[src/rtl/vram_arbiter_if.sv]
// vram_arbiter_if: groups the scanout, CPU write/read and RAM-side signals of
// vram_arbiter. The arbiter connects through the slave modport; the client/RAM
// side connects through the master modport.
interface vram_arbiter_if #(
  parameter int ADDR_W = 13,
  parameter int DATA_W = 3
);
  // scanout side
  logic              disp_req;
  logic [ADDR_W-1:0] disp_addr;
  logic              disp_blank;
  logic [DATA_W-1:0] disp_q;
  // CPU write side
  logic              cpu_wr_valid;
  logic              cpu_wr_ready;
  logic [ADDR_W-1:0] cpu_wr_addr;
  logic [DATA_W-1:0] cpu_wr_data;
  // CPU read side
  logic              cpu_rd_valid;
  logic              cpu_rd_ready;
  logic [ADDR_W-1:0] cpu_rd_addr;
  logic [DATA_W-1:0] cpu_rdata;
  logic              cpu_rdata_vld;
  // RAM macro side
  logic [ADDR_W-1:0] ram_addr;
  logic              ram_we;
  logic [DATA_W-1:0] ram_wdata;
  logic [DATA_W-1:0] ram_q;

  modport slave (
    input  disp_req, disp_addr, disp_blank,
    output disp_q,
    input  cpu_wr_valid, cpu_wr_addr, cpu_wr_data,
    output cpu_wr_ready,
    input  cpu_rd_valid, cpu_rd_addr,
    output cpu_rd_ready, cpu_rdata, cpu_rdata_vld,
    output ram_addr, ram_we, ram_wdata,
    input  ram_q
  );

  modport master (
    output disp_req, disp_addr, disp_blank,
    input  disp_q,
    output cpu_wr_valid, cpu_wr_addr, cpu_wr_data,
    input  cpu_wr_ready,
    output cpu_rd_valid, cpu_rd_addr,
    input  cpu_rd_ready, cpu_rdata, cpu_rdata_vld,
    input  ram_addr, ram_we, ram_wdata,
    output ram_q
  );
endinterface

[src/rtl/vram_arbiter.sv]
// vram_arbiter: shares one single-port synchronous video RAM between scanout
// and the CPU. Scanout fetches always win; CPU writes queue in a small FIFO and
// drain on free slots; CPU reads go only when no write is queued, so a read
// never overtakes an earlier write (there is no forwarding path).
// Optional build macro: BLANK_ONLY_EN -- when defined, CPU writes and reads are
// only granted while disp_blank=1 (outside the visible area).
module vram_arbiter #(
  parameter int ADDR_W = 13,
  parameter int DATA_W = 3,
  parameter int FIFO_D = 4
) (
  input logic           CLK,
  input logic           RST_N,
  vram_arbiter_if.slave bus
);

  localparam int PTR_W = $clog2(FIFO_D);
  localparam int CNT_W = PTR_W + 1;

  typedef enum logic [1:0] {
    GNT_IDLE = 2'd0,
    GNT_DISP = 2'd1,
    GNT_WR   = 2'd2,
    GNT_RD   = 2'd3
  } gnt_e;

  // write FIFO state
  logic [ADDR_W-1:0] fifo_addr_q [FIFO_D];
  logic [ADDR_W-1:0] fifo_addr_d [FIFO_D];
  logic [DATA_W-1:0] fifo_data_q [FIFO_D];
  logic [DATA_W-1:0] fifo_data_d [FIFO_D];
  logic [PTR_W-1:0]  wr_ptr_q, wr_ptr_d;
  logic [PTR_W-1:0]  rd_ptr_q, rd_ptr_d;
  logic [CNT_W-1:0]  count_q, count_d;

  // grant pipeline and registered outputs
  gnt_e              last_gnt_q, last_gnt_d;
  logic [DATA_W-1:0] disp_q_q, disp_q_d;
  logic [DATA_W-1:0] cpu_rdata_q, cpu_rdata_d;
  logic              cpu_rdata_vld_q, cpu_rdata_vld_d;

  // combinational grant outputs
  logic [ADDR_W-1:0] gnt_addr;
  logic              gnt_we;
  logic [DATA_W-1:0] gnt_wdata;
  logic              gnt_rd_ready;
  logic              cpu_ok;
  logic              fifo_empty;
  logic              fifo_full;
  logic              push;
  logic              pop;

  assign fifo_empty = (count_q == {CNT_W{1'b0}});
  assign fifo_full  = (count_q == CNT_W'(FIFO_D));
  assign push       = bus.cpu_wr_valid && !fifo_full;
  assign pop        = (last_gnt_d == GNT_WR);

  // Decide whether the CPU may use this cycle's slot; reset holds the CPU off so ram_we stays low.
  always_comb begin
    cpu_ok = 1'b0;
`ifdef BLANK_ONLY_EN
    if (RST_N && !bus.disp_req && bus.disp_blank) begin
      cpu_ok = 1'b1;
    end else begin
      cpu_ok = 1'b0;
    end
`else
    if (RST_N && !bus.disp_req) begin
      cpu_ok = 1'b1;
    end else begin
      cpu_ok = 1'b0;
    end
`endif
  end

  // One RAM access per cycle: scanout first, then queued write, then read, else idle.
  always_comb begin
    last_gnt_d   = GNT_IDLE;
    gnt_addr     = {ADDR_W{1'b0}};
    gnt_we       = 1'b0;
    gnt_wdata    = {DATA_W{1'b0}};
    gnt_rd_ready = 1'b0;
    if (bus.disp_req) begin
      last_gnt_d = GNT_DISP;
      gnt_addr   = bus.disp_addr;
    end else if (cpu_ok && !fifo_empty) begin
      last_gnt_d = GNT_WR;
      gnt_addr   = fifo_addr_q[rd_ptr_q];
      gnt_wdata  = fifo_data_q[rd_ptr_q];
      gnt_we     = 1'b1;
    end else if (cpu_ok && bus.cpu_rd_valid) begin
      last_gnt_d   = GNT_RD;
      gnt_addr     = bus.cpu_rd_addr;
      gnt_rd_ready = 1'b1;
    end else begin
      last_gnt_d = GNT_IDLE;
    end
  end

  // Next FIFO contents, pointers and occupancy; simultaneous push and pop keeps the count.
  always_comb begin
    fifo_addr_d = fifo_addr_q;
    fifo_data_d = fifo_data_q;
    wr_ptr_d    = wr_ptr_q;
    rd_ptr_d    = rd_ptr_q;
    count_d     = count_q;
    if (push) begin
      fifo_addr_d[wr_ptr_q] = bus.cpu_wr_addr;
      fifo_data_d[wr_ptr_q] = bus.cpu_wr_data;
      wr_ptr_d              = wr_ptr_q + PTR_W'(1);
    end else begin
      wr_ptr_d = wr_ptr_q;
    end
    if (pop) begin
      rd_ptr_d = rd_ptr_q + PTR_W'(1);
    end else begin
      rd_ptr_d = rd_ptr_q;
    end
    case ({push, pop})
      2'b10:   count_d = count_q + CNT_W'(1);
      2'b01:   count_d = count_q - CNT_W'(1);
      default: count_d = count_q;
    endcase
  end

  // Route RAM read data one cycle after the grant that produced it; displays hold between fetches.
  always_comb begin
    disp_q_d        = disp_q_q;
    cpu_rdata_d     = cpu_rdata_q;
    cpu_rdata_vld_d = 1'b0;
    case (last_gnt_q)
      GNT_DISP: begin
        disp_q_d = bus.ram_q;
      end
      GNT_RD: begin
        cpu_rdata_d     = bus.ram_q;
        cpu_rdata_vld_d = 1'b1;
      end
      default: begin
        cpu_rdata_vld_d = 1'b0;
      end
    endcase
  end

  // State update with synchronous reset; reset also drops any read still in flight.
  always_ff @(posedge CLK) begin
    if (!RST_N) begin
      for (int i = 0; i < FIFO_D; i++) begin
        fifo_addr_q[i] <= {ADDR_W{1'b0}};
        fifo_data_q[i] <= {DATA_W{1'b0}};
      end
      wr_ptr_q        <= {PTR_W{1'b0}};
      rd_ptr_q        <= {PTR_W{1'b0}};
      count_q         <= {CNT_W{1'b0}};
      last_gnt_q      <= GNT_IDLE;
      disp_q_q        <= {DATA_W{1'b0}};
      cpu_rdata_q     <= {DATA_W{1'b0}};
      cpu_rdata_vld_q <= 1'b0;
    end else begin
      fifo_addr_q     <= fifo_addr_d;
      fifo_data_q     <= fifo_data_d;
      wr_ptr_q        <= wr_ptr_d;
      rd_ptr_q        <= rd_ptr_d;
      count_q         <= count_d;
      last_gnt_q      <= last_gnt_d;
      disp_q_q        <= disp_q_d;
      cpu_rdata_q     <= cpu_rdata_d;
      cpu_rdata_vld_q <= cpu_rdata_vld_d;
    end
  end

  assign bus.ram_addr      = gnt_addr;
  assign bus.ram_we        = gnt_we;
  assign bus.ram_wdata     = gnt_wdata;
  assign bus.cpu_rd_ready  = gnt_rd_ready;
  assign bus.cpu_wr_ready  = !fifo_full;
  assign bus.disp_q        = disp_q_q;
  assign bus.cpu_rdata     = cpu_rdata_q;
  assign bus.cpu_rdata_vld = cpu_rdata_vld_q;

endmodule

[src/flat_wrapper.sv]
// flat-port wrapper written by rule: the top's interface ports become plain ports
module vram_arbiter_flat 
#(
  parameter int ADDR_W = 13,
  parameter int DATA_W = 3,
  parameter int FIFO_D = 4
)
  (CLK, RST_N, bus_disp_req, bus_disp_addr, bus_disp_blank, bus_disp_q, bus_cpu_wr_valid, bus_cpu_wr_addr, bus_cpu_wr_data, bus_cpu_wr_ready, bus_cpu_rd_valid, bus_cpu_rd_addr, bus_cpu_rd_ready, bus_cpu_rdata, bus_cpu_rdata_vld, bus_ram_addr, bus_ram_we, bus_ram_wdata, bus_ram_q);
  vram_arbiter_if #(.ADDR_W(ADDR_W), .DATA_W(DATA_W)) bus_i ();
  input logic CLK;
  input logic RST_N;
  input wire logic [$bits(bus_i.disp_req)-1:0] bus_disp_req;
  input wire logic [$bits(bus_i.disp_addr)-1:0] bus_disp_addr;
  input wire logic [$bits(bus_i.disp_blank)-1:0] bus_disp_blank;
  output wire logic [$bits(bus_i.disp_q)-1:0] bus_disp_q;
  input wire logic [$bits(bus_i.cpu_wr_valid)-1:0] bus_cpu_wr_valid;
  input wire logic [$bits(bus_i.cpu_wr_addr)-1:0] bus_cpu_wr_addr;
  input wire logic [$bits(bus_i.cpu_wr_data)-1:0] bus_cpu_wr_data;
  output wire logic [$bits(bus_i.cpu_wr_ready)-1:0] bus_cpu_wr_ready;
  input wire logic [$bits(bus_i.cpu_rd_valid)-1:0] bus_cpu_rd_valid;
  input wire logic [$bits(bus_i.cpu_rd_addr)-1:0] bus_cpu_rd_addr;
  output wire logic [$bits(bus_i.cpu_rd_ready)-1:0] bus_cpu_rd_ready;
  output wire logic [$bits(bus_i.cpu_rdata)-1:0] bus_cpu_rdata;
  output wire logic [$bits(bus_i.cpu_rdata_vld)-1:0] bus_cpu_rdata_vld;
  output wire logic [$bits(bus_i.ram_addr)-1:0] bus_ram_addr;
  output wire logic [$bits(bus_i.ram_we)-1:0] bus_ram_we;
  output wire logic [$bits(bus_i.ram_wdata)-1:0] bus_ram_wdata;
  input wire logic [$bits(bus_i.ram_q)-1:0] bus_ram_q;
  assign bus_i.disp_req = bus_disp_req;
  assign bus_i.disp_addr = bus_disp_addr;
  assign bus_i.disp_blank = bus_disp_blank;
  assign bus_disp_q = bus_i.disp_q;
  assign bus_i.cpu_wr_valid = bus_cpu_wr_valid;
  assign bus_i.cpu_wr_addr = bus_cpu_wr_addr;
  assign bus_i.cpu_wr_data = bus_cpu_wr_data;
  assign bus_cpu_wr_ready = bus_i.cpu_wr_ready;
  assign bus_i.cpu_rd_valid = bus_cpu_rd_valid;
  assign bus_i.cpu_rd_addr = bus_cpu_rd_addr;
  assign bus_cpu_rd_ready = bus_i.cpu_rd_ready;
  assign bus_cpu_rdata = bus_i.cpu_rdata;
  assign bus_cpu_rdata_vld = bus_i.cpu_rdata_vld;
  assign bus_ram_addr = bus_i.ram_addr;
  assign bus_ram_we = bus_i.ram_we;
  assign bus_ram_wdata = bus_i.ram_wdata;
  assign bus_i.ram_q = bus_ram_q;
  vram_arbiter #(.ADDR_W(ADDR_W), .DATA_W(DATA_W), .FIFO_D(FIFO_D)) u_core (.CLK(CLK), .RST_N(RST_N), .bus(bus_i));
endmodule
[config.mk]
export PLATFORM = sky130hd
export DESIGN_NAME = vram_arbiter_flat
export DESIGN_NICKNAME = d
export VERILOG_FILES = /design/src/rtl/vram_arbiter_if.sv /design/src/rtl/vram_arbiter.sv /design/src/flat_wrapper.sv
export SDC_FILE = /design/constraint.sdc
export NUM_CORES = 1
export LEC_CHECK = 0
export ABC_CLOCK_PERIOD_IN_PS = 6000
export CAP_MARGIN = 40
export CORE_UTILIZATION = 57
export CTS_BUF_LIST = sky130_fd_sc_hd__clkbuf_8
export CTS_CLUSTER_SIZE = 14
export DETAILED_ROUTE_END_ITERATION = 6
export GPL_ROUTABILITY_DRIVEN = 0
export PLACE_DENSITY = 0.86
export SLEW_MARGIN = 20
export SYNTH_ARGS = -nofsm -noshare
export SYNTH_HDL_FRONTEND = slang
export SYNTH_SLANG_ARGS = --single-unit
[constraint.sdc]
create_clock -name CLK -period 6 [get_ports CLK]
set_clock_uncertainty 0.15 [all_clocks]
set_input_delay 1.2 -clock CLK [delete_from_list [all_inputs] [get_ports CLK]]
set_output_delay 1.2 -clock CLK [all_outputs]
set_load 0.005 [all_outputs]
==> metrics.txt, run 1 <==
# TYPE chip_impl_metric gauge
chip_impl_metric{name="rrSetupSlack",unit="ns"} 3.51
chip_impl_metric{name="design.die.area",unit="um^2"} 7030
chip_impl_metric{name="detailedRoute.firstIterationViolations",unit=""} 155
chip_impl_metric{name="postCtsSetupBuffers",unit=""} 0
chip_impl_info{name="status",value="complete, but fails checks"} 1
chip_impl_metric{name="detail_route.drc_violations",unit=""} 12
chip_impl_metric{name="routed-via-count",unit=""} 2940
chip_impl_metric{name="relSlewSlack",unit="%"} 52.6
chip_impl_metric{name="synthesis.area",unit="um^2"} 3820
chip_impl_metric{name="hpwl",unit="mm"} 5.57
chip_impl_metric{name="detailed_place.area",unit="um^2"} 4490
chip_impl_metric{name="globalRouteOverflowTotal",unit=""} 0
chip_impl_metric{name="vias_per_cell",unit=""} 5.75
chip_impl_metric{name="clk_path_buf_depth",unit=""} 2
chip_impl_metric{name="timing.final.hold_violations",unit=""} 0
chip_impl_info{name="synth_area_leader_cell",value="sky130_fd_sc_hd__dfxtp_1"} 1
chip_impl_info{name="clock_tree_from_tritoncts",value="yes"} 1
chip_impl_metric{name="timing.critical_path.fanout_max",unit=""} 17
chip_impl_metric{name="number_of_maximum_capacitance_violations",unit=""} 0
chip_impl_metric{name="layout.cell_area.non_filler",unit="um^2"} 4710
chip_impl_metric{name="ys_seq_area_share",unit="%"} 41.9
chip_impl_metric{name="num_io_pins",unit=""} 77
chip_impl_info{name="violations",value="DRC"} 1
chip_impl_info{name="area_contributors_post_synth",value="sky130_fd_sc_hd__dfxtp_1, sky130_fd_sc_hd__mux2i_1, sky130_fd_sc_hd__mux4_2, sky130_fd_sc_hd__nand2_1, sky130_fd_sc_hd__a221o_1"} 1
chip_impl_metric{name="cellPowerDensity",unit="nW/um^2"} 270
chip_impl_metric{name="port_buffers",unit=""} 75
chip_impl_metric{name="critPathMaxStageDelay",unit="ns"} 0.59
chip_impl_metric{name="num-fill-cells",unit=""} 423
chip_impl_info{name="crit-reg2reg-capture",value="u_core.count_q[2]"} 1
chip_impl_metric{name="grt_start_max_net_pins",unit=""} 46
chip_impl_info{name="synthMostInstantiatedCell",value="sky130_fd_sc_hd__nand2_1"} 1
chip_impl_metric{name="die_x",unit="um"} 83.9
chip_impl_metric{name="worst_ep_arrival_time",unit="ns"} 3.49
chip_impl_metric{name="setup_slack_after_placement",unit="ns"} 1.19
chip_impl_metric{name="register_area",unit="um^2"} 1600
chip_impl_metric{name="synth_nets",unit=""} 424
chip_impl_metric{name="grt_antenna_before_repair",unit=""} 0
chip_impl_info{name="timing.critical_path.from",value="bus_disp_req"} 1
chip_impl_metric{name="multi_input_combinational_cell_area",unit="um^2"} 1950
chip_impl_metric{name="numCtsBuffers",unit=""} 9
chip_impl_metric{name="worst-slew-pin-transition",unit="ns"} 0.712
chip_impl_metric{name="synth_edf_count",unit=""} 0
chip_impl_metric{name="ys_ff_latch",unit=""} 80
chip_impl_metric{name="drive_above_1_share",unit="%"} 10.4
chip_impl_info{name="hold_end",value="u_core.fifo_addr_q[23]"} 1
chip_impl_metric{name="cts_repair_resizes",unit=""} 0
chip_impl_metric{name="worstPathRequired",unit="ns"} 4.65
chip_impl_metric{name="final-setup-viol-count",unit=""} 0
chip_impl_metric{name="worstRegToRegCells",unit=""} 8
chip_impl_info{name="synth_commonest_cells",value="sky130_fd_sc_hd__nand2_1, sky130_fd_sc_hd__dfxtp_1, sky130_fd_sc_hd__mux2i_1"} 1
chip_impl_metric{name="antenna-diode-count",unit=""} 0
chip_impl_metric{name="synth_cell_type_count",unit=""} 30
chip_impl_info{name="flip_flop_cell_with_the_highest_count_after_synthesis",value="sky130_fd_sc_hd__dfxtp_1"} 1
chip_impl_metric{name="leakage",unit="nW"} 1.77
chip_impl_metric{name="finalCritPeriodShare",unit="%"} 80.7
chip_impl_metric{name="drt_first_pass_iters",unit=""} 6
chip_impl_info{name="cpMostUsedCell",value="sky130_fd_sc_hd__clkdlybuf4s50_1"} 1
chip_impl_metric{name="worst_slack",unit="ns"} 1.16
chip_impl_info{name="rr_startpoint",value="u_core.count_q[2]"} 1
chip_impl_metric{name="core_area",unit="um^2"} 6420
chip_impl_info{name="cp-end-kind",value="primary output"} 1
chip_impl_metric{name="layout_min_cycle_time",unit="ns"} 4.84
chip_impl_metric{name="detail-route-antenna-nets",unit=""} 0
chip_impl_metric{name="synth_top_area_share",unit="%"} 41.9
chip_impl_metric{name="synthToLayoutAreaGrowth",unit="%"} 23.2
chip_impl_metric{name="grt_first_pass_wirelength",unit="mm"} 14.0
chip_impl_metric{name="cts.clk_slew.worst_paths",unit="ns"} 0.08
chip_impl_metric{name="report.final.slew_viol_count",unit=""} 0
chip_impl_info{name="path_cells",value="clkdlybuf4s50_1 > buf_4 > nand2b_1 > nor3_4 > a221o_1 > clkdlybuf4s50_1"} 1
chip_impl_metric{name="cts_hold_buffers",unit=""} 0
chip_impl_metric{name="drt_total_wl",unit="mm"} 8.54
chip_impl_info{name="cpMaxStageDelayCell",value="sky130_fd_sc_hd__nor3_4"} 1
chip_impl_metric{name="initial_core_util",unit="%"} 59.5
chip_impl_metric{name="clkLatencyLatePin",unit="ns"} 0.34
chip_impl_metric{name="async_reset_ff_share",unit="%"} 0
chip_impl_info{name="clock-root-buffer",value="sky130_fd_sc_hd__clkbuf_8"} 1
chip_impl_metric{name="first_global_vias",unit=""} 3018
chip_impl_metric{name="final.setup.tns",unit="ns"} 0
chip_impl_metric{name="maximum_ir_drop_on_the_vdd_rail",unit="V"} 0.000141
chip_impl_info{name="hold_path_startpoint",value="u_core.fifo_addr_q[23]"} 1
chip_impl_info{name="timing.setup.critical_path_class",value="in2out"} 1
chip_impl_metric{name="postSynthAreaPerCell",unit="um^2"} 10.4
chip_impl_metric{name="chipHeight",unit="um"} 83.9
chip_impl_metric{name="synthesis.instances",unit=""} 367
chip_impl_info{name="rsz_0062_raised_after_global_routing",value="false"} 1
chip_impl_metric{name="overall_global_routing_usage",unit="%"} 25.5
chip_impl_info{name="start_kind",value="input pin"} 1
chip_impl_metric{name="pnr_total_power",unit="mW"} 1.27
chip_impl_info{name="class_of_the_worst_hold_path",value="reg2reg"} 1
chip_impl_metric{name="clock_tree.htree_level_count",unit=""} 3
chip_impl_metric{name="post_detailed_route_wirelength_per_cell",unit="um"} 16.7
chip_impl_metric{name="num_rows",unit=""} 29
chip_impl_metric{name="cts_num_sinks",unit=""} 80
chip_impl_metric{name="fmax",unit="MHz"} 207
chip_impl_metric{name="final_net_count",unit=""} 487
chip_impl_metric{name="worstHoldPathCells",unit=""} 2
chip_impl_metric{name="yosysWarnings",unit=""} 0
how the worst max path moves through the flow:
stage / to / cells past startpoint
floorplan: bus_ram_addr[10] / 5
finish: bus_ram_addr[7] / 6
detailed placement: bus_ram_addr[0] / 6
CTS: bus_ram_addr[7] / 6
global route: bus_ram_addr[7] / 6
global placement: bus_ram_addr[7] / 6
stage by stage:
stage                     utilization (%)  instances  hold slack (ns)
after floorplan                         -        367            0.282
after global placement               69.6        495            0.289
after detailed placement             69.9        496            0.295
after CTS                            73.3        511            0.308
after global routing                 73.3        511            0.328
final                                73.3        511            0.307
flip-flops by register name, indices dropped and copies added (netlist names):
name and count:
u_core.bus.disp_q 3, u_core.count_q 3, u_core.wr_ptr_q 2, u_core.fifo_data_q 12
u_core.last_gnt_q 2, u_core.bus.cpu_rdata 3, u_core.bus.cpu_rdata_vld 1, u_core.fifo_addr_q 52
u_core.rd_ptr_q 2
critical path, delay by kind of cell:
kind            cells  cell delay, ns
simple gates        2            0.88
compound gates      1            0.28
buf+inv             3            1.13
layout make-up:
type / count / share of cell area [%]
repair buffers: 82 / 17.1
inverters: 8 / 0.638
multi-input cells: 249 / 41.5
flip-flops and latches: 80 / 34.0
clock inverters: 4 / 1.46
well taps: 77 / 2.05
clock buffers: 11 / 3.22
cells by family (layout without fill, tap and decap cells):
group | Yosys count | in the layout | share of synthesized area, %
DFF | 80 | 80 | 41.9
muxes | 83 | 83 | 27.0
buffers and inverters | 38 | 105 | 6.94
adders and majority gates | 6 | 6 | 2.16
and+or+nand+nor | 128 | 128 | 15.4
xor gates and xnor gates | 2 | 2 | 0.459
AOI/OAI and AO/OA | 30 | 30 | 6.09
power breakdown:
group / internal, mW / switching [mW]
registers: 0.561 / 0.0226
logic: 0.128 / 0.124
clock network: 0.253 / 0.184
total: 0.942 / 0.331
layout by cell type (no fill, tap or decap):
master	netlist	layout
sky130_fd_sc_hd__nor2b_1	1	1
sky130_fd_sc_hd__nor3_1	1	1
sky130_fd_sc_hd__clkinv_2	0	1
sky130_fd_sc_hd__clkdlybuf4s50_1	0	74
sky130_fd_sc_hd__clkbuf_8	0	11
sky130_fd_sc_hd__dfxtp_1	80	80
sky130_fd_sc_hd__buf_2	4	1
sky130_fd_sc_hd__a21oi_1	10	10
sky130_fd_sc_hd__or3_1	2	2
sky130_fd_sc_hd__and3_4	4	4
sky130_fd_sc_hd__o21a_1	1	1
sky130_fd_sc_hd__nor2_1	9	9
sky130_fd_sc_hd__ha_1	5	5
sky130_fd_sc_hd__a221o_1	13	13
sky130_fd_sc_hd__inv_1	8	9
sky130_fd_sc_hd__bufinv_16	0	2
sky130_fd_sc_hd__nor3_4	1	1
sky130_fd_sc_hd__o41ai_1	1	1
sky130_fd_sc_hd__and3_1	16	16
sky130_fd_sc_hd__nand2b_1	2	2
sky130_fd_sc_hd__buf_8	0	1
sky130_fd_sc_hd__nand2_1	85	85
sky130_fd_sc_hd__fa_1	1	1
sky130_fd_sc_hd__a21o_2	2	2
sky130_fd_sc_hd__nand3_1	6	6
sky130_fd_sc_hd__o311ai_0	1	1
sky130_fd_sc_hd__o21ai_0	2	2
sky130_fd_sc_hd__mux4_2	16	16
sky130_fd_sc_hd__or3b_1	1	1
sky130_fd_sc_hd__xor2_1	2	2
sky130_fd_sc_hd__buf_4	0	6
sky130_fd_sc_hd__mux2i_1	67	67
routing by layer:
metal | up-vias | share of wire (%) | global-route usage (%) | routed length (um)
li1 | 1416 | - | - | -
met2 | 81 | 52 | 44.8 | 4480
met1 | 1431 | 42 | 30.7 | 3560
met4 | 0 | 1.5 | 12.4 | 127
met3 | 12 | 4.5 | 3.66 | 384
met5 | - | 0 | 0 | 0
(Power assumes the default switching activity.)
==> run 2, diff against run 1 <==
ABC_CLOCK_PERIOD_IN_PS = 5000   (was 6000)
CORE_UTILIZATION = 53   (was 57)
PLACE_DENSITY = 0.81   (was 0.86)
clock period = 5 ns   (was 6 ns; I/O delays follow)
==> run 2 against run 1 <==
- cell area up 0.72%
- sequential power up 21%
- global-route usage down 1.7 points
- via count down 0.58%
- the run now ends clean
- highest routed layer unchanged
- routed wire length up 2.2%
- flip-flop and latch count unchanged
- die area up 7.4%
- critical path depth down 1
==> metrics.txt, run 2 (synthesis results as in run 1) <==
# TYPE chip_impl_metric gauge
chip_impl_metric{name="core_area",unit="um^2"} 6870
chip_impl_metric{name="register_area",unit="um^2"} 1600
chip_impl_info{name="path_cells",value="clkdlybuf4s50_1 > nand2b_1 > nor3_4 > a221o_1 > clkdlybuf4s50_1"} 1
chip_impl_metric{name="drt_total_wl",unit="mm"} 8.74
chip_impl_metric{name="worst_slack",unit="ns"} 0.789
chip_impl_metric{name="hold_slack",unit="ns"} 0.305
chip_impl_metric{name="design.die.area",unit="um^2"} 7550
chip_impl_metric{name="number_of_maximum_capacitance_violations",unit=""} 0
chip_impl_metric{name="final_net_count",unit=""} 486
chip_impl_metric{name="synthToLayoutAreaGrowth",unit="%"} 24.1
chip_impl_metric{name="grt_start_max_net_pins",unit=""} 84
chip_impl_metric{name="detail-route-antenna-nets",unit=""} 0
chip_impl_metric{name="clock_tree.htree_level_count",unit=""} 3
chip_impl_info{name="class_of_the_worst_hold_path",value="reg2reg"} 1
chip_impl_metric{name="num_rows",unit=""} 30
chip_impl_info{name="timing.setup.critical_path_class",value="in2out"} 1
chip_impl_metric{name="post_detailed_route_wirelength_per_cell",unit="um"} 16.5
chip_impl_metric{name="overall_global_routing_usage",unit="%"} 23.9
chip_impl_metric{name="globalRouteOverflowTotal",unit=""} 0
chip_impl_info{name="clock_tree_from_tritoncts",value="yes"} 1
chip_impl_metric{name="cts_num_sinks",unit=""} 80
chip_impl_metric{name="num-fill-cells",unit=""} 520
chip_impl_metric{name="grt_first_pass_wirelength",unit="mm"} 13.7
chip_impl_metric{name="first_global_vias",unit=""} 2850
chip_impl_metric{name="worstRegToRegCells",unit=""} 8
chip_impl_info{name="cpMaxStageDelayCell",value="sky130_fd_sc_hd__nor3_4"} 1
chip_impl_metric{name="worstPathRequired",unit="ns"} 3.85
chip_impl_metric{name="cts_repair_resizes",unit=""} 0
chip_impl_metric{name="leakage",unit="nW"} 1.78
chip_impl_metric{name="timing.critical_path.fanout_max",unit=""} 14
chip_impl_info{name="largestRegisters",value="u_core.fifo_addr_q (52), u_core.fifo_data_q (12)"} 1
chip_impl_metric{name="cts_hold_buffers",unit=""} 0
chip_impl_metric{name="final-setup-viol-count",unit=""} 0
chip_impl_metric{name="relSlewSlack",unit="%"} 46.9
chip_impl_metric{name="antenna-diode-count",unit=""} 0
chip_impl_metric{name="die_x",unit="um"} 86.9
chip_impl_metric{name="worst-slew-pin-transition",unit="ns"} 0.796
chip_impl_metric{name="worstHoldPathCells",unit=""} 2
chip_impl_metric{name="hpwl",unit="mm"} 5.66
chip_impl_metric{name="largest_reg_flops",unit=""} 52
chip_impl_metric{name="numCtsBuffers",unit=""} 9
chip_impl_metric{name="finalCritPeriodShare",unit="%"} 84.2
chip_impl_metric{name="drt_first_pass_iters",unit=""} 5
chip_impl_info{name="cp-end-kind",value="primary output"} 1
chip_impl_metric{name="pnr_total_power",unit="mW"} 1.58
chip_impl_metric{name="num_io_pins",unit=""} 77
chip_impl_info{name="registers.top_by_ff_count",value="u_core.fifo_addr_q"} 1
chip_impl_metric{name="worst_ep_arrival_time",unit="ns"} 3.06
chip_impl_metric{name="routed-via-count",unit=""} 2923
chip_impl_metric{name="clk_path_buf_depth",unit=""} 2
chip_impl_metric{name="timing.final.hold_violations",unit=""} 0
chip_impl_metric{name="fmax",unit="MHz"} 237
chip_impl_metric{name="port_buffers",unit=""} 75
chip_impl_metric{name="initial_core_util",unit="%"} 55.6
chip_impl_metric{name="chipHeight",unit="um"} 86.9
chip_impl_metric{name="layout_min_cycle_time",unit="ns"} 4.21
chip_impl_info{name="cpMostUsedCell",value="sky130_fd_sc_hd__clkdlybuf4s50_1"} 1
chip_impl_metric{name="cellPowerDensity",unit="nW/um^2"} 333
chip_impl_metric{name="maximum_ir_drop_on_the_vdd_rail",unit="V"} 0.000164
chip_impl_metric{name="vias_per_cell",unit=""} 5.52
chip_impl_metric{name="detail_route.drc_violations",unit=""} 0
chip_impl_metric{name="setup_slack_after_placement",unit="ns"} 0.833
chip_impl_metric{name="clkLatencyLatePin",unit="ns"} 0.34
chip_impl_info{name="mostFrequentLayoutCell",value="sky130_fd_sc_hd__nand2_1"} 1
chip_impl_metric{name="final.setup.tns",unit="ns"} 0
chip_impl_info{name="start_kind",value="input pin"} 1
chip_impl_metric{name="post_layout_nonfiller_instances",unit=""} 530
chip_impl_metric{name="grt_antenna_before_repair",unit=""} 0
chip_impl_metric{name="critPathMaxStageDelay",unit="ns"} 0.60
chip_impl_metric{name="multi_input_combinational_cell_area",unit="um^2"} 1950
chip_impl_metric{name="drive_above_1_share",unit="%"} 10.4
chip_impl_info{name="clock-root-buffer",value="sky130_fd_sc_hd__clkbuf_8"} 1
chip_impl_info{name="status",value="completed"} 1
chip_impl_info{name="most-common-layout-cells",value="sky130_fd_sc_hd__nand2_1, sky130_fd_sc_hd__dfxtp_1, sky130_fd_sc_hd__clkdlybuf4s50_1"} 1
chip_impl_metric{name="place_inst",unit=""} 514
chip_impl_info{name="rsz_0062_raised_after_global_routing",value="false"} 1
chip_impl_metric{name="postCtsSetupBuffers",unit=""} 0
chip_impl_metric{name="detailedRoute.firstIterationViolations",unit=""} 123
chip_impl_metric{name="cts.clk_slew.worst_paths",unit="ns"} 0.07
chip_impl_metric{name="report.final.slew_viol_count",unit=""} 0
-- run 2: worst paths after layout --
| kind | startpoint | endpoint | slack [ns] |
|---|---|---|---|
| setup / recovery | bus_disp_req | bus_ram_addr[3] | 0.79 |
| hold / removal | u_core.fifo_data_q[5] | u_core.fifo_data_q[5] | 0.31 |
| setup reg to reg | u_core.count_q[2] | u_core.count_q[2] | 2.50 |
| hold reg to reg | u_core.fifo_data_q[5] | u_core.fifo_data_q[5] | 0.31 |
-- run 2: power breakdown --
part,internal [mW],switching (mW),total [mW]
clock,0.344,0.233,0.577
combinational,0.152,0.147,0.298
sequential,0.673,0.0316,0.705
-- run 2: layer usage --
| layer | vias to the layer above | global-route usage, % | share of wire, % |
|---|---|---|---|
| met2 | 84 | 41.7 | 52 |
| met3 | 12 | 3.89 | 3.9 |
| met1 | 1420 | 29.3 | 43 |
| li1 | 1407 | - | - |
| met4 | 0 | 9.85 | 1.6 |
| met5 | - | 0 | 0 |
-- run 2: cell type report --
| cell class | instances | share of cell area (%) |
|---|---|---|
| multi-input cells | 249 | 41.2 |
| repair buffers | 81 | 16.7 |
| clock inverters | 6 | 2.27 |
| inverters | 8 | 0.633 |
| clock buffers | 10 | 2.90 |
| well taps | 96 | 2.53 |
| flip-flops and latches | 80 | 33.8 |
-- run 2: through the flow --
step / util, % / instance area, um^2
2_1_floorplan: - / 3820
3_3_place_gp: 65.4 / 4500
3_5_place_dp: 65.4 / 4500
4_1_cts: 69.0 / 4740
5_1_grt: 69.0 / 4740
6_report: 69.0 / 4740
-- run 2: critical path: cells and delay by family --
kind	cells	cell delay [ns]
compound gates	1	0.26
buf+inv	2	0.93
simple gates	2	0.86
==> run 3, diff against run 2 <==
ABC_CLOCK_PERIOD_IN_PS = 3800   (was 5000)
CORE_UTILIZATION = 48   (was 53)
PLACE_DENSITY = 0.77   (was 0.81)
clock period = 3.8 ns   (was 5 ns; I/O delays follow)
==> run 3 against run 2 <==
- final cell count rose by 2.1%
- global-route usage fell by 2.4 points
- die area rose by 10%
- hold slack improved by 0.0035 ns
- sequential share of layout area fell by 0.28 points
- flip-flop and latch count did not move
==> metrics.txt, run 3 (synthesis results as in run 1) <==
# TYPE chip_impl_metric gauge
chip_impl_metric{name="cts_repair_resizes",unit=""} 0
chip_impl_metric{name="pnr_total_power",unit="mW"} 2.03
chip_impl_metric{name="fmax",unit="MHz"} 274
chip_impl_metric{name="num_io_pins",unit=""} 77
chip_impl_metric{name="netSwitchingFraction",unit="%"} 25.9
chip_impl_metric{name="number_of_maximum_capacitance_violations",unit=""} 0
chip_impl_info{name="rsz_0062_raised_after_global_routing",value="false"} 1
chip_impl_info{name="crit-reg2reg-capture",value="u_core.count_q[2]"} 1
chip_impl_metric{name="port_buffers",unit=""} 75
chip_impl_info{name="clock_tree_from_tritoncts",value="yes"} 1
chip_impl_metric{name="final_net_count",unit=""} 492
chip_impl_metric{name="core_area",unit="um^2"} 7730
chip_impl_metric{name="leakage",unit="nW"} 1.80
chip_impl_metric{name="detailedRoute.firstIterationViolations",unit=""} 130
chip_impl_metric{name="worstHoldPathCells",unit=""} 2
chip_impl_metric{name="clock_tree.htree_level_count",unit=""} 3
chip_impl_info{name="clock-root-buffer",value="sky130_fd_sc_hd__clkbuf_8"} 1
chip_impl_metric{name="grt_antenna_before_repair",unit=""} 0
chip_impl_metric{name="drive_above_1_share",unit="%"} 11.4
chip_impl_metric{name="final_design_utilization",unit="%"} 61.9
chip_impl_metric{name="worstPathRequired",unit="ns"} 2.89
chip_impl_metric{name="cts_hold_buffers",unit=""} 0
chip_impl_metric{name="grt_start_max_net_pins",unit=""} 62
chip_impl_metric{name="numCtsBuffers",unit=""} 9
chip_impl_metric{name="first_global_vias",unit=""} 2895
chip_impl_metric{name="hpwl",unit="mm"} 5.68
chip_impl_info{name="status",value="completed"} 1
chip_impl_metric{name="timing.critical_path.fanout_max",unit=""} 9
chip_impl_info{name="rr_startpoint",value="u_core.count_q[2]"} 1
chip_impl_info{name="hold_end",value="u_core.fifo_data_q[8]"} 1
chip_impl_metric{name="worst_ep_arrival_time",unit="ns"} 2.75
chip_impl_metric{name="multi_input_combinational_cell_area",unit="um^2"} 1950
chip_impl_metric{name="post_detailed_route_wirelength_per_cell",unit="um"} 15.6
chip_impl_metric{name="detail-route-antenna-nets",unit=""} 0
chip_impl_metric{name="report.final.slew_viol_count",unit=""} 0
chip_impl_info{name="largestRegisters",value="u_core.fifo_addr_q (52), u_core.fifo_data_q (12)"} 1
chip_impl_metric{name="timing.final.hold_violations",unit=""} 0
chip_impl_info{name="class_of_the_worst_hold_path",value="reg2reg"} 1
chip_impl_metric{name="power.sequential.fraction",unit="%"} 45.2
chip_impl_metric{name="finalCritPeriodShare",unit="%"} 96.2
chip_impl_metric{name="vias_per_cell",unit=""} 5.39
chip_impl_metric{name="detail_route.drc_violations",unit=""} 0
chip_impl_metric{name="rrSetupSlack",unit="ns"} 1.31
chip_impl_metric{name="cellPowerDensity",unit="nW/um^2"} 424
chip_impl_metric{name="pwr-share-clk",unit="%"} 34.1
chip_impl_metric{name="layout_min_cycle_time",unit="ns"} 3.66
chip_impl_metric{name="synthToLayoutAreaGrowth",unit="%"} 25.2
chip_impl_metric{name="cts.clk_slew.worst_paths",unit="ns"} 0.08
chip_impl_metric{name="worst-slew-pin-transition",unit="ns"} 0.585
chip_impl_metric{name="largest_reg_flops",unit=""} 52
chip_impl_metric{name="chipHeight",unit="um"} 91.2
chip_impl_metric{name="worstRegToRegCells",unit=""} 8
chip_impl_metric{name="maximum_ir_drop_on_the_vdd_rail",unit="V"} 0.000237
chip_impl_metric{name="antenna-diode-count",unit=""} 0
chip_impl_metric{name="drt_total_wl",unit="mm"} 8.45
chip_impl_info{name="registers.top_by_ff_count",value="u_core.fifo_addr_q"} 1
chip_impl_info{name="timing.setup.critical_path_class",value="in2out"} 1
chip_impl_info{name="start_kind",value="input pin"} 1
chip_impl_info{name="hold_path_startpoint",value="u_core.fifo_data_q[8]"} 1
chip_impl_metric{name="overall_global_routing_usage",unit="%"} 21.5
chip_impl_metric{name="final-setup-viol-count",unit=""} 0
chip_impl_metric{name="num_rows",unit=""} 32
chip_impl_metric{name="final.setup.tns",unit="ns"} 0
chip_impl_info{name="cp-end-kind",value="primary output"} 1
chip_impl_metric{name="cell_internal_pwr",unit="mW"} 1.50
chip_impl_metric{name="design.die.area",unit="um^2"} 8320
chip_impl_metric{name="die_x",unit="um"} 91.2
chip_impl_metric{name="routed-via-count",unit=""} 2918
chip_impl_metric{name="drt_first_pass_iters",unit=""} 4
chip_impl_metric{name="grt_first_pass_wirelength",unit="mm"} 14.0
chip_impl_metric{name="clkLatencyLatePin",unit="ns"} 0.34
chip_impl_metric{name="num-fill-cells",unit=""} 650
chip_impl_metric{name="relSlewSlack",unit="%"} 61.0
chip_impl_metric{name="initial_core_util",unit="%"} 49.4
chip_impl_metric{name="power_switching",unit="uW"} 525
chip_impl_metric{name="combinational_cell_fraction_of_total_power",unit="%"} 20.7
chip_impl_metric{name="globalRouteOverflowTotal",unit=""} 0
chip_impl_metric{name="clk_path_buf_depth",unit=""} 2
chip_impl_info{name="mostFrequentLayoutCell",value="sky130_fd_sc_hd__nand2_1"} 1
chip_impl_metric{name="cts_num_sinks",unit=""} 80
chip_impl_metric{name="register_area",unit="um^2"} 1600
chip_impl_info{name="most-common-layout-cells",value="sky130_fd_sc_hd__nand2_1, sky130_fd_sc_hd__dfxtp_1, sky130_fd_sc_hd__clkdlybuf4s50_1"} 1
chip_impl_metric{name="postCtsSetupBuffers",unit=""} 0
-- run 3: critical path, cell delays in order --
cell	delay (ns)
sky130_fd_sc_hd__clkdlybuf4s50_1	0.56
sky130_fd_sc_hd__nand2b_1	0.27
sky130_fd_sc_hd__nor3_4	0.33
sky130_fd_sc_hd__buf_12	0.18
sky130_fd_sc_hd__a221o_1	0.14
sky130_fd_sc_hd__clkdlybuf4s50_1	0.49
-- run 3: per-stage QoR --
step / std cells / area [um^2] / hold WS, ns / setup slack, ns
floorplan: 367 / 3820 / 0.282 / 1.14
global placement: 526 / 4560 / 0.289 / 0.170
detailed placement: 526 / 4560 / 0.297 / 0.132
CTS: 541 / 4780 / 0.309 / 0.130
global route: 541 / 4780 / 0.328 / 0.0173
finish: 541 / 4780 / 0.309 / 0.144
-- run 3: worst max-delay path by stage --
stage / to / slack [ns] / from
after detailed placement: bus_ram_addr[10] / 0.13 / bus_disp_req
after CTS: bus_ram_addr[11] / 0.13 / bus_disp_req
after floorplan: bus_ram_addr[10] / 1.14 / bus_disp_req
final: bus_ram_addr[11] / 0.14 / bus_disp_req
after global placement: bus_ram_addr[5] / 0.17 / bus_disp_req
after global routing: bus_ram_addr[9] / 0.02 / bus_disp_req
-- run 3: layer usage --
layer	up-vias	wire length, um	track usage, %
li1	1420	-	-
met1	1404	3760	27.3
met2	80	4170	36.6
met3	14	369	3.35
met4	0	150	8.20
met5	-	0	0
-- run 3: area by class of cell --
cell class / instances / share of cell area [%]
well taps: 102 / 2.67
clock inverters: 4 / 1.44
clock buffers: 11 / 3.17
flip-flops and latches: 80 / 33.5
repair buffers: 87 / 17.7
inverters: 8 / 0.628
multi-input cells: 249 / 40.9
-- run 3: power by group through the flow --
stage	registers, mW	clock network, mW	logic, mW
finish	0.916	0.691	0.419
global route	0.923	0.744	0.454
CTS	0.916	0.703	0.421
detailed placement	0.935	0	0.417
global placement	0.932	0	0.406
floorplan	0.927	0	0.270
